**src/rtl/mem_burst_initiator_if.sv**
```systemverilog
// Signal bundle between the burst initiator, its command/data client and the 16x32 memory.
// The err wire exists only when MEM_RSP_TIMEOUT_EN is defined.
interface mem_burst_initiator_if #(
    parameter int ADDR_W = 4,
    parameter int DATA_W = 32
);
    logic              cmd_valid;
    logic              cmd_ready;
    logic              cmd_rd;
    logic [ADDR_W-1:0] cmd_addr;
    logic [ADDR_W-1:0] cmd_len;
    logic              wdata_valid;
    logic [DATA_W-1:0] wdata;
    logic              wdata_ready;
    logic              rdata_valid;
    logic [DATA_W-1:0] rdata;
    logic              mem_en;
    logic              mem_w_r;
    logic [ADDR_W-1:0] mem_addr;
    logic [DATA_W-1:0] mem_wdata;
    logic [DATA_W-1:0] mem_rdata;
    logic              mem_rvalid;
    logic              busy;
    logic              done;
`ifdef MEM_RSP_TIMEOUT_EN
    logic              err;
`endif

    modport master (
        input  cmd_valid, cmd_rd, cmd_addr, cmd_len, wdata_valid, wdata, mem_rdata, mem_rvalid,
        output cmd_ready, wdata_ready, rdata_valid, rdata, mem_en, mem_w_r, mem_addr, mem_wdata,
        output busy, done
`ifdef MEM_RSP_TIMEOUT_EN
        , output err
`endif
    );

    modport slave (
        output cmd_valid, cmd_rd, cmd_addr, cmd_len, wdata_valid, wdata, mem_rdata, mem_rvalid,
        input  cmd_ready, wdata_ready, rdata_valid, rdata, mem_en, mem_w_r, mem_addr, mem_wdata,
        input  busy, done
`ifdef MEM_RSP_TIMEOUT_EN
        , input err
`endif
    );
endinterface

```
**src/rtl/mem_burst_initiator.sv**
```systemverilog
// Burst initiator for the 16x32 single-port memory: one access per beat, wrapping address.
// Optional read-response watchdog (err output, TIMEOUT_CYC) enabled by MEM_RSP_TIMEOUT_EN.
module mem_burst_initiator #(
    parameter int ADDR_W = 4,
    parameter int DATA_W = 32
`ifdef MEM_RSP_TIMEOUT_EN
    , parameter int TIMEOUT_CYC = 8
`endif
) (
    input  logic                  CLK,
    input  logic                  RST,
    mem_burst_initiator_if.master bus
);
    localparam int                CNT_W    = ADDR_W + 1;
    localparam logic [CNT_W-1:0]  CNT_ONE  = CNT_W'(1);
    localparam logic [ADDR_W-1:0] ADDR_ONE = ADDR_W'(1);

    typedef enum logic [1:0] {IDLE = 2'd0, WR = 2'd1, RD = 2'd2, DRAIN = 2'd3} state_t;

    state_t            state_r, state_s;
    logic [ADDR_W-1:0] addr_r, addr_s;
    logic [CNT_W-1:0]  beats_r, beats_s;
    logic [CNT_W-1:0]  issued_r, issued_s;
    logic [CNT_W-1:0]  resp_r, resp_s;
    logic              mem_en_r, mem_en_s;
    logic              mem_w_r_r, mem_w_r_s;
    logic [ADDR_W-1:0] mem_addr_r, mem_addr_s;
    logic [DATA_W-1:0] mem_wdata_r, mem_wdata_s;
    logic              rdata_valid_r, rdata_valid_s;
    logic [DATA_W-1:0] rdata_r, rdata_s;
    logic              done_r, done_s;
    logic              wr_ready_s;
    logic              rsp_take_s;
`ifdef MEM_RSP_TIMEOUT_EN
    localparam int               TMO_W   = $clog2(TIMEOUT_CYC + 1);
    localparam logic [TMO_W-1:0] TMO_ONE = TMO_W'(1);
    logic [TMO_W-1:0]  tmo_r, tmo_s;
    logic              err_r, err_s;
`endif

    assign wr_ready_s = (state_r == WR) && (issued_r < beats_r);
    // Responses only count while a read burst owns the memory.
    assign rsp_take_s = ((state_r == RD) || (state_r == DRAIN)) && bus.mem_rvalid;

    // Next-state, counters and next values of every registered output.
    always_comb begin
        state_s       = state_r;
        addr_s        = addr_r;
        beats_s       = beats_r;
        issued_s      = issued_r;
        resp_s        = resp_r;
        mem_en_s      = 1'b0;
        mem_w_r_s     = mem_w_r_r;
        mem_addr_s    = mem_addr_r;
        mem_wdata_s   = mem_wdata_r;
        rdata_valid_s = 1'b0;
        rdata_s       = rdata_r;
        done_s        = 1'b0;
`ifdef MEM_RSP_TIMEOUT_EN
        tmo_s         = tmo_r;
        err_s         = 1'b0;
`endif

        if (rsp_take_s) begin
            rdata_valid_s = 1'b1;
            rdata_s       = bus.mem_rdata;
            resp_s        = resp_r + CNT_ONE;
        end else begin
            rdata_valid_s = 1'b0;
        end

        case (state_r)
            IDLE: begin
                if (bus.cmd_valid) begin
                    addr_s   = bus.cmd_addr;
                    beats_s  = {1'b0, bus.cmd_len} + CNT_ONE;
                    issued_s = {CNT_W{1'b0}};
                    resp_s   = {CNT_W{1'b0}};
                    state_s  = bus.cmd_rd ? RD : WR;
                end else begin
                    state_s  = IDLE;
                end
            end
            WR: begin
                if (bus.wdata_valid && wr_ready_s) begin
                    mem_en_s    = 1'b1;
                    mem_w_r_s   = 1'b0;
                    mem_addr_s  = addr_r;
                    mem_wdata_s = bus.wdata;
                    addr_s      = addr_r + ADDR_ONE;
                    issued_s    = issued_r + CNT_ONE;
                    if (issued_s == beats_r) begin
                        done_s  = 1'b1;
                        state_s = IDLE;
                    end else begin
                        state_s = WR;
                    end
                end else begin
                    state_s = WR;
                end
            end
            RD: begin
                mem_en_s   = 1'b1;
                mem_w_r_s  = 1'b1;
                mem_addr_s = addr_r;
                addr_s     = addr_r + ADDR_ONE;
                issued_s   = issued_r + CNT_ONE;
                if (issued_s == beats_r) begin
                    state_s = DRAIN;
                end else begin
                    state_s = RD;
                end
            end
            DRAIN: begin
                // Completion includes the response arriving in this very cycle.
                if (resp_s == beats_r) begin
                    done_s  = 1'b1;
                    state_s = IDLE;
                end else begin
                    state_s = DRAIN;
                end
            end
            default: begin
                state_s = IDLE;
            end
        endcase

`ifdef MEM_RSP_TIMEOUT_EN
        if ((state_r == RD) || (state_r == DRAIN)) begin
            if (rsp_take_s) begin
                tmo_s = {TMO_W{1'b0}};
            end else if ((int'(tmo_r) + 1) >= TIMEOUT_CYC) begin
                err_s    = 1'b1;
                done_s   = 1'b0;
                mem_en_s = 1'b0;
                state_s  = IDLE;
                tmo_s    = {TMO_W{1'b0}};
            end else begin
                tmo_s = tmo_r + TMO_ONE;
            end
        end else begin
            tmo_s = {TMO_W{1'b0}};
        end
`else
        // Without the watchdog a silent memory holds the burst in DRAIN.
`endif
    end

    // State and output registers with synchronous reset.
    always_ff @(posedge CLK) begin
        if (RST) begin
            state_r       <= IDLE;
            addr_r        <= {ADDR_W{1'b0}};
            beats_r       <= {CNT_W{1'b0}};
            issued_r      <= {CNT_W{1'b0}};
            resp_r        <= {CNT_W{1'b0}};
            mem_en_r      <= 1'b0;
            mem_w_r_r     <= 1'b0;
            mem_addr_r    <= {ADDR_W{1'b0}};
            mem_wdata_r   <= {DATA_W{1'b0}};
            rdata_valid_r <= 1'b0;
            rdata_r       <= {DATA_W{1'b0}};
            done_r        <= 1'b0;
`ifdef MEM_RSP_TIMEOUT_EN
            tmo_r         <= {TMO_W{1'b0}};
            err_r         <= 1'b0;
`endif
        end else begin
            state_r       <= state_s;
            addr_r        <= addr_s;
            beats_r       <= beats_s;
            issued_r      <= issued_s;
            resp_r        <= resp_s;
            mem_en_r      <= mem_en_s;
            mem_w_r_r     <= mem_w_r_s;
            mem_addr_r    <= mem_addr_s;
            mem_wdata_r   <= mem_wdata_s;
            rdata_valid_r <= rdata_valid_s;
            rdata_r       <= rdata_s;
            done_r        <= done_s;
`ifdef MEM_RSP_TIMEOUT_EN
            tmo_r         <= tmo_s;
            err_r         <= err_s;
`endif
        end
    end

    assign bus.cmd_ready   = (state_r == IDLE);
    assign bus.busy        = (state_r != IDLE);
    assign bus.wdata_ready = wr_ready_s;
    assign bus.mem_en      = mem_en_r;
    assign bus.mem_w_r     = mem_w_r_r;
    assign bus.mem_addr    = mem_addr_r;
    assign bus.mem_wdata   = mem_wdata_r;
    assign bus.rdata_valid = rdata_valid_r;
    assign bus.rdata       = rdata_r;
    assign bus.done        = done_r;
`ifdef MEM_RSP_TIMEOUT_EN
    assign bus.err         = err_r;
`endif
endmodule

```
**src/flat_wrapper.sv**
```systemverilog
// flat-port wrapper written by rule: the top's interface ports become plain ports
module mem_burst_initiator_flat 
#(
    parameter int ADDR_W = 4,
    parameter int DATA_W = 32

)
  (CLK, RST, bus_cmd_valid, bus_cmd_rd, bus_cmd_addr, bus_cmd_len, bus_wdata_valid, bus_wdata, bus_mem_rdata, bus_mem_rvalid, bus_cmd_ready, bus_wdata_ready, bus_rdata_valid, bus_rdata, bus_mem_en, bus_mem_w_r, bus_mem_addr, bus_mem_wdata, bus_busy, bus_done);
  mem_burst_initiator_if #(.ADDR_W(ADDR_W), .DATA_W(DATA_W)) bus_i ();
  input  logic CLK;
  input  logic RST;
  input wire logic [$bits(bus_i.cmd_valid)-1:0] bus_cmd_valid;
  input wire logic [$bits(bus_i.cmd_rd)-1:0] bus_cmd_rd;
  input wire logic [$bits(bus_i.cmd_addr)-1:0] bus_cmd_addr;
  input wire logic [$bits(bus_i.cmd_len)-1:0] bus_cmd_len;
  input wire logic [$bits(bus_i.wdata_valid)-1:0] bus_wdata_valid;
  input wire logic [$bits(bus_i.wdata)-1:0] bus_wdata;
  input wire logic [$bits(bus_i.mem_rdata)-1:0] bus_mem_rdata;
  input wire logic [$bits(bus_i.mem_rvalid)-1:0] bus_mem_rvalid;
  output wire logic [$bits(bus_i.cmd_ready)-1:0] bus_cmd_ready;
  output wire logic [$bits(bus_i.wdata_ready)-1:0] bus_wdata_ready;
  output wire logic [$bits(bus_i.rdata_valid)-1:0] bus_rdata_valid;
  output wire logic [$bits(bus_i.rdata)-1:0] bus_rdata;
  output wire logic [$bits(bus_i.mem_en)-1:0] bus_mem_en;
  output wire logic [$bits(bus_i.mem_w_r)-1:0] bus_mem_w_r;
  output wire logic [$bits(bus_i.mem_addr)-1:0] bus_mem_addr;
  output wire logic [$bits(bus_i.mem_wdata)-1:0] bus_mem_wdata;
  output wire logic [$bits(bus_i.busy)-1:0] bus_busy;
  output wire logic [$bits(bus_i.done)-1:0] bus_done;
  assign bus_i.cmd_valid = bus_cmd_valid;
  assign bus_i.cmd_rd = bus_cmd_rd;
  assign bus_i.cmd_addr = bus_cmd_addr;
  assign bus_i.cmd_len = bus_cmd_len;
  assign bus_i.wdata_valid = bus_wdata_valid;
  assign bus_i.wdata = bus_wdata;
  assign bus_i.mem_rdata = bus_mem_rdata;
  assign bus_i.mem_rvalid = bus_mem_rvalid;
  assign bus_cmd_ready = bus_i.cmd_ready;
  assign bus_wdata_ready = bus_i.wdata_ready;
  assign bus_rdata_valid = bus_i.rdata_valid;
  assign bus_rdata = bus_i.rdata;
  assign bus_mem_en = bus_i.mem_en;
  assign bus_mem_w_r = bus_i.mem_w_r;
  assign bus_mem_addr = bus_i.mem_addr;
  assign bus_mem_wdata = bus_i.mem_wdata;
  assign bus_busy = bus_i.busy;
  assign bus_done = bus_i.done;
  mem_burst_initiator #(.ADDR_W(ADDR_W), .DATA_W(DATA_W)) u_core (.CLK(CLK), .RST(RST), .bus(bus_i));
endmodule
```
**config.mk**
```make
export PLATFORM = sky130hd
export DESIGN_NAME = mem_burst_initiator_flat
export DESIGN_NICKNAME = d
export VERILOG_FILES = /design/src/rtl/mem_burst_initiator_if.sv /design/src/rtl/mem_burst_initiator.sv /design/src/flat_wrapper.sv
export SDC_FILE = /design/constraint.sdc
export NUM_CORES = 1
export LEC_CHECK = 0
export ABC_AREA = 1
export CORE_ASPECT_RATIO = 2
export CORE_MARGIN = 3
export CORE_UTILIZATION = 47
export DETAILED_ROUTE_END_ITERATION = 12
export PLACE_DENSITY = 0.85
export SYNTH_ARGS = -nofsm -noshare
export SYNTH_HDL_FRONTEND = slang
export SYNTH_SLANG_ARGS = --single-unit
```
**constraint.sdc**
```tcl
create_clock -name CLK -period 4.4 [get_ports CLK]
set_input_delay 1.32 -clock CLK [delete_from_list [all_inputs] [get_ports CLK]]
set_output_delay 1.32 -clock CLK [all_outputs]
set_load 0.02 [all_outputs]
```
==> results of run 1 <==
[per-stage QoR]
stage / area [um2] / cells
after detailed placement: 5440 / 761
after floorplan: 3880 / 532
final: 5730 / 777
after global placement: 5440 / 761
after global routing: 5730 / 777
after CTS: 5730 / 777
[layout by cell type, fill, tap and decap left out, types with 4 or more instances in the layout]
master	n
a21oi_1	11
o22ai_1	4
inv_1	35
clkdlybuf4s50_1	152
clkbuf_16	9
nor2_1	162
nand2_1	67
dfxtp_1	93
o21ai_0	83
nand3_1	19
nand4_1	5
ha_1	13
[sequential cells by signal (all words and copies together) (netlist names)]
signal and cells:
u_core.resp_r 5, u_core.bus.mem_wdata 32, u_core.bus.mem_w_r 1, u_core.issued_r 5, u_core.state_r 2, u_core.bus.mem_en 1, u_core.bus.mem_addr 4, u_core.addr_r 4
u_core.bus.rdata 32, u_core.bus.rdata_valid 1, u_core.beats_r 5, u_core.bus.done 1
[power breakdown]
part / leakage, nW / internal [mW] / total, mW / switching [mW]
Sequential: 0.756 / 0.886 / 0.916 / 0.0301
Combinational: 1.50 / 0.172 / 0.356 / 0.184
Clock: 0.144 / 0.443 / 0.759 / 0.317
Total: 2.40 / 1.50 / 2.03 / 0.531
[metal layers]
metal / wire length [um] / up-vias / GRT usage
li1: - / 1991 / -
met4: 449 / 0 / 0.118
met1: 3890 / 1810 / 0.232
met5: 0 / - / 0
met3: 677 / 30 / 0.0641
met2: 6100 / 147 / 0.444
[worst paths after layout]
path,cells past startpoint,from,slack (ns),to
setup reg to reg,10,u_core.beats_r[2],2.15,u_core.bus.mem_wdata[10]
hold / removal,2,u_core.bus.rdata[22],0.49,u_core.bus.rdata[22]
setup / recovery,8,u_core.beats_r[2],0.96,bus_wdata_ready
hold reg to reg,2,u_core.bus.rdata[22],0.49,u_core.bus.rdata[22]
[worst max-delay path, stage by stage, from the launching register on]
cell,delay [ns]
dfxtp_1,0.36
inv_1,0.09
ha_1,0.29
nand2_1,0.06
nand2_1,0.04
nand2_1,0.05
nand4_1,0.18
inv_1,0.10
clkdlybuf4s50_1,0.60
[cells by family after synthesis]
group	Yosys count
xor+xnor	3
flops	93
simple gates	262
fa+ha+maj	13
compound gates	102
buf+inv	59
[Yosys cell counts]
cell type and count:
inv_1 36, a21oi_1 11, dfxtp_1 93, nand2_1 67
clkbuf_1 14, o21ai_0 83, o22ai_1 4, nand3_1 19
buf_1 3, xnor2_1 2, nor2_8 1, nor2_2 2
o21ai_2 3, nor2_1 162, ha_1 13, or2_2 1
nand2_2 2, a211oi_1 1, buf_6 1, nand4_1 5
buf_2 3, xor2_1 1, inv_2 1, nor2_4 1
and3_1 2, buf_4 1
[area by class of cell]
type	instances	area (um2)	share of cell area
flip-flops and latches	93	1860	0.325
clock buffers	11	233	0.0406
well taps	96	120	0.0209
inverters	37	139	0.0242
repair buffers	155	1540	0.269
multi-input cells	380	1780	0.310
clock inverters	5	57.6	0.0100
==> flow_summary.ini, run 1 <==
[status]
status = complete, no violations

[clocking]
clkTransAtPathRegs_ns = 0.06
cts_sinks = 93
cts_made_buffers = 9
clock_latency_ns = 0.34
post_cts_buffers = 0
cts_hold_buffers = 0
cts_tree = done
clock_path_buffers = 2
cts_resized = 0
ctsHtreeMaxLevel = 3
clockRootBuffer = clkbuf_16

[worst_setup_path]
worstPathRequired_ns = 3.08
crit_path_max_fanout = 4
worstSetupEndpointType = output pin
crit_arrival_ns = 2.12
cp-start-kind = flip-flop
worst-setup-path-type = flip-flop to output pin

[synth]
synth_fp_nets = 623
synth_mux_area_frac = 0
synth-compound-area-share = 0.136
syn_area_um2 = 3880
synth_area_leaders = dfxtp_1 48%, nor2_1 16%, o21ai_0 11%
synth.ff_latch_count = 93
yosysUniqueCellTypes = 26
ys_seq_area_frac = 0.480
synth_top_area_frac = 0.480
yosys.area_share.simple = 0.274
yosys_warnings = 0
synth-xor-area-share = 0.00678
synth_top_area_cell = dfxtp_1
yosys.area_share.adder = 0.0419
syn_inst = 532
avgSynthCellArea_um2 = 7.29
synth_top_family_by_area = simple AND/OR/NAND/NOR gates

[global_route]
grtUsageTotal = 0.237
antenna_found_initial = 0
grt_pass1_vias = 3949
grt_max_degree = 78
grt_pass1_wl_mm = 18.0
grt_overflow_total = 0

[hold_path]
min_path_type = flip-flop to flip-flop

[floorplanning]
io_pins = 153
die-area_um2 = 9440
rows = 46
start_util = 0.485
die_h_um = 134
coreArea_um2 = 8000
die_x_um = 70.2

[power]
p_leak_nw = 2.40
p_per_area_nw_per_um2 = 354
ir_worst_vdd_uv = 276
post-layout-total-power_mw = 2.03

[timing]
setup_viol = 0
hold_slack_ns = 0.487
rsz0062_at_grt = false
max-slew-margin-rel = 0.339
period_needed_ns = 3.44
worst_slew_pin_slew_ns = 0.990
fin_skew_ns = 0.00850
drv_slew = 0
hold_viol = 0
setup_tns_ns = 0
finalCritPeriodShare = 0.781
fin_ws_ns = 0.964
fmax_mhz = 291

[route]
drcViolationCount = 0
finalWirelength_mm = 11.1
vias = 3978
routedWlPerCell_um = 14.3
ant_nets = 0
viasPerCell = 5.12
drt-initial-drc-count = 213
drtPass1Iterations = 4

[final_layout]
diodes = 0
num-nets-final = 767
n_fill_cell = 643
area_delta_synth_final_pct = 47.9
drive_gt1_frac = 0.0411
utilization = 0.717

[place]
place_congestion = 0.885
port_buffers = 152
dpl_worst_slack_ns = 1.08
dp_hpwl_mm = 8.41

[run]
maxCapViolCount = 0
(Power assumes the default switching activity.)
==> inputs of run 2 (changes only) <==
--- a/config.mk
+++ b/config.mk
@@ -8,9 +8,9 @@
 export ABC_AREA = 1
 export CORE_ASPECT_RATIO = 2
 export CORE_MARGIN = 3
-export CORE_UTILIZATION = 47
+export CORE_UTILIZATION = 43
 export DETAILED_ROUTE_END_ITERATION = 12
-export PLACE_DENSITY = 0.85
+export PLACE_DENSITY = 0.78
 export SYNTH_ARGS = -nofsm -noshare
 export SYNTH_HDL_FRONTEND = slang
 export SYNTH_SLANG_ARGS = --single-unit
==> constraint.sdc (replaced) <==
create_clock -name CLK -period 3.5 [get_ports CLK]
set_input_delay 1.05 -clock CLK [delete_from_list [all_inputs] [get_ports CLK]]
set_output_delay 1.05 -clock CLK [all_outputs]
set_load 0.02 [all_outputs]
==> flow_summary.ini, run 2 (synthesis gave the netlist of run 1 again) <==
[final_layout]
stdcell_area_um2 = 5750
drive_gt1_frac = 0.0454
area_delta_synth_final_pct = 48.3
multi_input_area_um2 = 1780
num-nets-final = 769
diodes = 0
utilization = 0.660
mostFrequentLayoutCells = 162 x nor2_1, 152 x clkdlybuf4s50_1, 93 x dfxtp_1, 83 x o21ai_0, 67 x nand2_1
n_fill_cell = 796
instances_no_fill = 783
regArea_um2 = 1860
final_common_cell = nor2_1

[global_route]
antenna_found_initial = 0
grt_pass1_wl_mm = 18.2
grt_max_degree = 50
grt_pass1_vias = 3904
grtUsageTotal = 0.224
grt_overflow_total = 0

[clocking]
clock_latency_ns = 0.34
clock_path_buffers = 2
post_cts_buffers = 0
cts_made_buffers = 9
clockRootBuffer = clkbuf_16
cts_hold_buffers = 0
cts_resized = 0
cts_tree = done
ctsHtreeMaxLevel = 3
clkTransAtPathRegs_ns = 0.07
cts_sinks = 93

[hold_path]
holdPathEnd = u_core.bus.rdata[21]
min_path_type = flip-flop to flip-flop
holdPathStages = 2
hold_start = u_core.bus.rdata[21]

[floorplanning]
rows = 48
io_pins = 153
coreArea_um2 = 8710
die-area_um2 = 10300
die_h_um = 140
die_x_um = 73.1
start_util = 0.445

[worst_setup_path]
crit_arrival_ns = 2.14
rr_worst_depth = 10
worstSetupEndpointType = output pin
path_delay_family = buffers and inverters
worst-setup-path-type = flip-flop to output pin
path_common_cell = nand2_1
cp-start-kind = flip-flop
reg2reg_from = u_core.beats_r[2]
crit_path_max_fanout = 4
crit_buf_inv = 3
critPathSlowestCell = clkdlybuf4s50_1
max_stage_delay_ns = 0.60
rrSetupSlack_ns = 1.10
worst_r2r_endpoint = u_core.bus.mem_wdata[8]
crit_chain = inv_1 -> ha_1 -> nand2_1 -> nand2_1 -> nand2_1 -> nand4_1 -> inv_1 -> clkdlybuf4s50_1
worstPathRequired_ns = 2.45

[place]
dpl_worst_slack_ns = 0.631
port_buffers = 152
dp.cells = 767
dp_hpwl_mm = 8.80
place_congestion = 0.808
placed_area_um2 = 5460

[timing]
fmax_mhz = 314
rsz0062_at_grt = false
worst_slew_pin_slew_ns = 0.976
hold_viol = 0
period_needed_ns = 3.19
max-slew-margin-rel = 0.349
fin_skew_ns = 0.00779
setup_viol = 0
drv_slew = 0
hold_slack_ns = 0.483
finalCritPeriodShare = 0.911
fin_ws_ns = 0.312
setup_tns_ns = 0

[power]
post-layout-total-power_mw = 2.53
p_per_area_nw_per_um2 = 440
ir_worst_vdd_uv = 324
p_leak_nw = 2.41

[route]
drtPass1Iterations = 4
finalWirelength_mm = 11.4
vias = 3932
viasPerCell = 5.02
drt-initial-drc-count = 235
routedWlPerCell_um = 14.5
drcViolationCount = 0
ant_nets = 0

[run]
maxCapViolCount = 0

[status]
status = complete, no violations
## run 2: cell types whose count changed in the layout (fill, tap and decap cells not counted)
cell,before,now
buf_4,3,5
clkinv_2,2,0
bufinv_16,1,0
clkbuf_1,2,1
clkbuf_8,0,1
clkinv_1,1,0
clkinv_4,0,1
clkinvlp_4,0,1
inv_1,35,36
inv_6,2,3
## run 2: power breakdown
| part | leakage [nW] | total (mW) | switching (mW) | internal, mW |
|---|---|---|---|---|
| sequential | 0.756 | 1.15 | 0.0367 | 1.11 |
| combinational | 1.51 | 0.452 | 0.234 | 0.218 |
| clock | 0.137 | 0.925 | 0.415 | 0.510 |
## run 2: per-layer routing
layer | GRT usage | wire length, um | vias up
met3 | 0.0481 | 676 | 28
met1 | 0.225 | 4010 | 1780
li1 | - | - | 1993
met5 | 0 | 0 | -
met4 | 0.0875 | 289 | 0
met2 | 0.427 | 6380 | 131
## run 2: layout make-up
cell class / count / area share
sequential: 93 / 0.324
multi-input combinational: 380 / 0.309
timing repair buffer: 157 / 0.271
clock buffer: 11 / 0.0422
inverter: 37 / 0.0242
tap: 100 / 0.0218
clock inverter: 5 / 0.00740
## run 2: tightest hold or removal path: cells and delay by family, from the launching register on
| family | cells | cell delay [ns] |
|---|---|---|
| flip-flops | 1 | 0.33 |
| AND/OR/NAND/NOR | 2 | 0.13 |
## run 2: how the worst max path moves through the flow
stage,start,endpoint,slack (ns),cells past startpoint
2_1_floorplan,u_core.beats_r[2],bus_wdata_ready,1.31,7
3_5_place_dp,bus_wdata_valid,u_core.bus.mem_wdata[25],0.63,6
4_1_cts,u_core.beats_r[2],bus_wdata_ready,0.30,8
5_1_grt,u_core.beats_r[2],bus_wdata_ready,0.14,8
3_3_place_gp,bus_wdata_valid,u_core.bus.mem_wdata[4],0.68,6
6_report,u_core.beats_r[2],bus_wdata_ready,0.31,8
==> inputs of run 3 (changes only) <==
--- a/config.mk
+++ b/config.mk
@@ -6,11 +6,14 @@
 export NUM_CORES = 1
 export LEC_CHECK = 0
 export ABC_AREA = 1
+export CELL_PAD_IN_SITES_DETAIL_PLACEMENT = 2
+export CELL_PAD_IN_SITES_GLOBAL_PLACEMENT = 2
 export CORE_ASPECT_RATIO = 2
 export CORE_MARGIN = 3
-export CORE_UTILIZATION = 43
+export CORE_UTILIZATION = 23
 export DETAILED_ROUTE_END_ITERATION = 12
-export PLACE_DENSITY = 0.78
+export PLACE_DENSITY = 0.79
+export RECOVER_POWER = 100
 export SYNTH_ARGS = -nofsm -noshare
 export SYNTH_HDL_FRONTEND = slang
 export SYNTH_SLANG_ARGS = --single-unit
==> flow_summary.ini, run 3 (synthesis gave the netlist of run 1 again) <==
[power]
seqPwrFrac = 0.425
clock_power_share = 0.407
ir_worst_vdd_uv = 243
p_leak_nw = 2.67
p_per_area_nw_per_um2 = 459
p_sw_uw = 758
p_int_mw = 1.95
p_sw_frac = 0.280
combPwrFrac = 0.169

[worst_setup_path]
worst_r2r_endpoint = u_core.bus.rdata[29]
rr_worst_depth = 6
crit_buf_inv = 3
max_stage_delay_ns = 0.67
crit_path_max_fanout = 4
worstSetupEndpointType = output pin
rrSetupSlack_ns = 0.59
worst-setup-path-type = flip-flop to output pin
crit_chain = inv_1 -> ha_1 -> nand2_1 -> nor2_1 -> nand2_1 -> nand4_1 -> inv_1 -> dlygate4sd3_1
worstPathRequired_ns = 2.45
crit_arrival_ns = 2.23
worst-path-stages = 8
reg2reg_from = u_core.state_r[0]
path_delay_family = buffers and inverters
cp-start-kind = flip-flop
critPathSlowestCell = dlygate4sd3_1

[route]
finalWirelength_mm = 15.2
drt-initial-drc-count = 78
drtPass1Iterations = 4
viasPerCell = 4.59
routedWlPerCell_um = 17.1
ant_nets = 0
vias = 4072
drcViolationCount = 0

[timing]
fmax_mhz = 305
setup_viol = 0
fin_ws_ns = 0.223
finalCritPeriodShare = 0.936
hold_viol = 0
fin_skew_ns = 0.00602
drv_slew = 0
rsz0062_at_grt = false
max-slew-margin-rel = 0.130
worst_slew_pin_slew_ns = 1.30
setup_tns_ns = 0
period_needed_ns = 3.28

[clocking]
clkTransAtPathRegs_ns = 0.07
ctsHtreeMaxLevel = 3
cts_made_buffers = 9
cts_hold_buffers = 0
post_cts_buffers = 0
cts_tree = done
clock_path_buffers = 2
cts_sinks = 93
clock_latency_ns = 0.35
clockRootBuffer = clkbuf_16
cts_resized = 0

[final_layout]
num-nets-final = 769
mostFrequentLayoutCells = 164 x nor2_1, 93 x dfxtp_1, 84 x o21ai_0, 76 x dlygate4sd3_1, 76 x clkdlybuf4s50_1
final_common_cell = nor2_1
area_delta_synth_final_pct = 52.3
drive_gt1_frac = 0.0410

[global_route]
grtUsageTotal = 0.166
grt_overflow_total = 0
grt_pass1_wl_mm = 24.4
antenna_found_initial = 0
grt_max_degree = 40
grt_pass1_vias = 4664

[floorplanning]
coreArea_um2 = 16400
die_h_um = 190
start_util = 0.236
io_pins = 153
rows = 66
die-area_um2 = 18500
die_x_um = 97.8

[hold_path]
min_path_type = flip-flop to flip-flop
holdPathStages = 2
hold_start = u_core.bus.rdata[25]
holdPathEnd = u_core.bus.rdata[25]

[place]
dpl_worst_slack_ns = 0.610
dp_hpwl_mm = 11.6
place_congestion = 0.808
port_buffers = 152

[run]
maxCapViolCount = 0

[status]
status = complete, no violations
## run 3: layout make-up
| type | instances | area, um2 |
|---|---|---|
| Multi-Input combinational cell | 380 | 1770 |
| Fill cell | 1892 | 10500 |
| Clock inverter | 7 | 105 |
| Inverter | 37 | 139 |
| Tap cell | 204 | 255 |
| Sequential cell | 93 | 1860 |
| Antenna cell | 1 | 2.50 |
| Clock buffer | 9 | 225 |
| Timing Repair Buffer | 157 | 1550 |
## run 3: power groups by stage
stage | Sequential (mW) | Clock (mW) | Combinational [mW]
CTS | 1.15 | 1.15 | 0.487
detailed placement | 1.18 | 0 | 0.480
floorplan | 1.21 | 0 | 0.189
finish | 1.15 | 1.10 | 0.458
global route | 1.16 | 1.19 | 0.512
global placement | 1.17 | 0 | 0.461
## run 3: layer usage
| metal | global-route usage | up-vias | routed length, um |
|---|---|---|---|
| met1 | 0.160 | 1951 | 5240 |
| met4 | 0.0672 | 0 | 416 |
| li1 | - | 1996 | - |
| met2 | 0.327 | 102 | 8820 |
| met5 | 0 | - | 0 |
| met3 | 0.0455 | 23 | 675 |
## run 3: worst reg2reg max path, stage by stage, from the launching register on
cell and delay (ns):
dfxtp_1 0.37, inv_1 0.08, ha_1 0.25, o21ai_0 0.71, clkbuf_1 1.02, o21ai_0 0.25
nor2_1 0.16
## run 3: worst max-delay path by stage
stage / start / end / slack [ns]
after floorplan: u_core.beats_r[2] / bus_wdata_ready / 1.31
after global placement: u_core.beats_r[2] / bus_wdata_ready / 0.70
after detailed placement: u_core.beats_r[2] / bus_wdata_ready / 0.61
after CTS: u_core.beats_r[2] / bus_wdata_ready / 0.18
after global routing: u_core.beats_r[2] / bus_wdata_ready / 0.08
final: u_core.beats_r[2] / bus_wdata_ready / 0.22
## run 3: per-stage QoR
stage	power [mW]	cells	utilization	instance area [um2]	hold WS [ns]
final	2.71	888	0.359	5910	0.486
after global routing	2.86	887	0.359	5900	0.516
after CTS	2.79	887	0.361	5920	0.500
after detailed placement	1.66	871	0.340	5590	0.480
after global placement	1.63	871	0.340	5590	0.466
after floorplan	1.40	532	-	3880	0.462
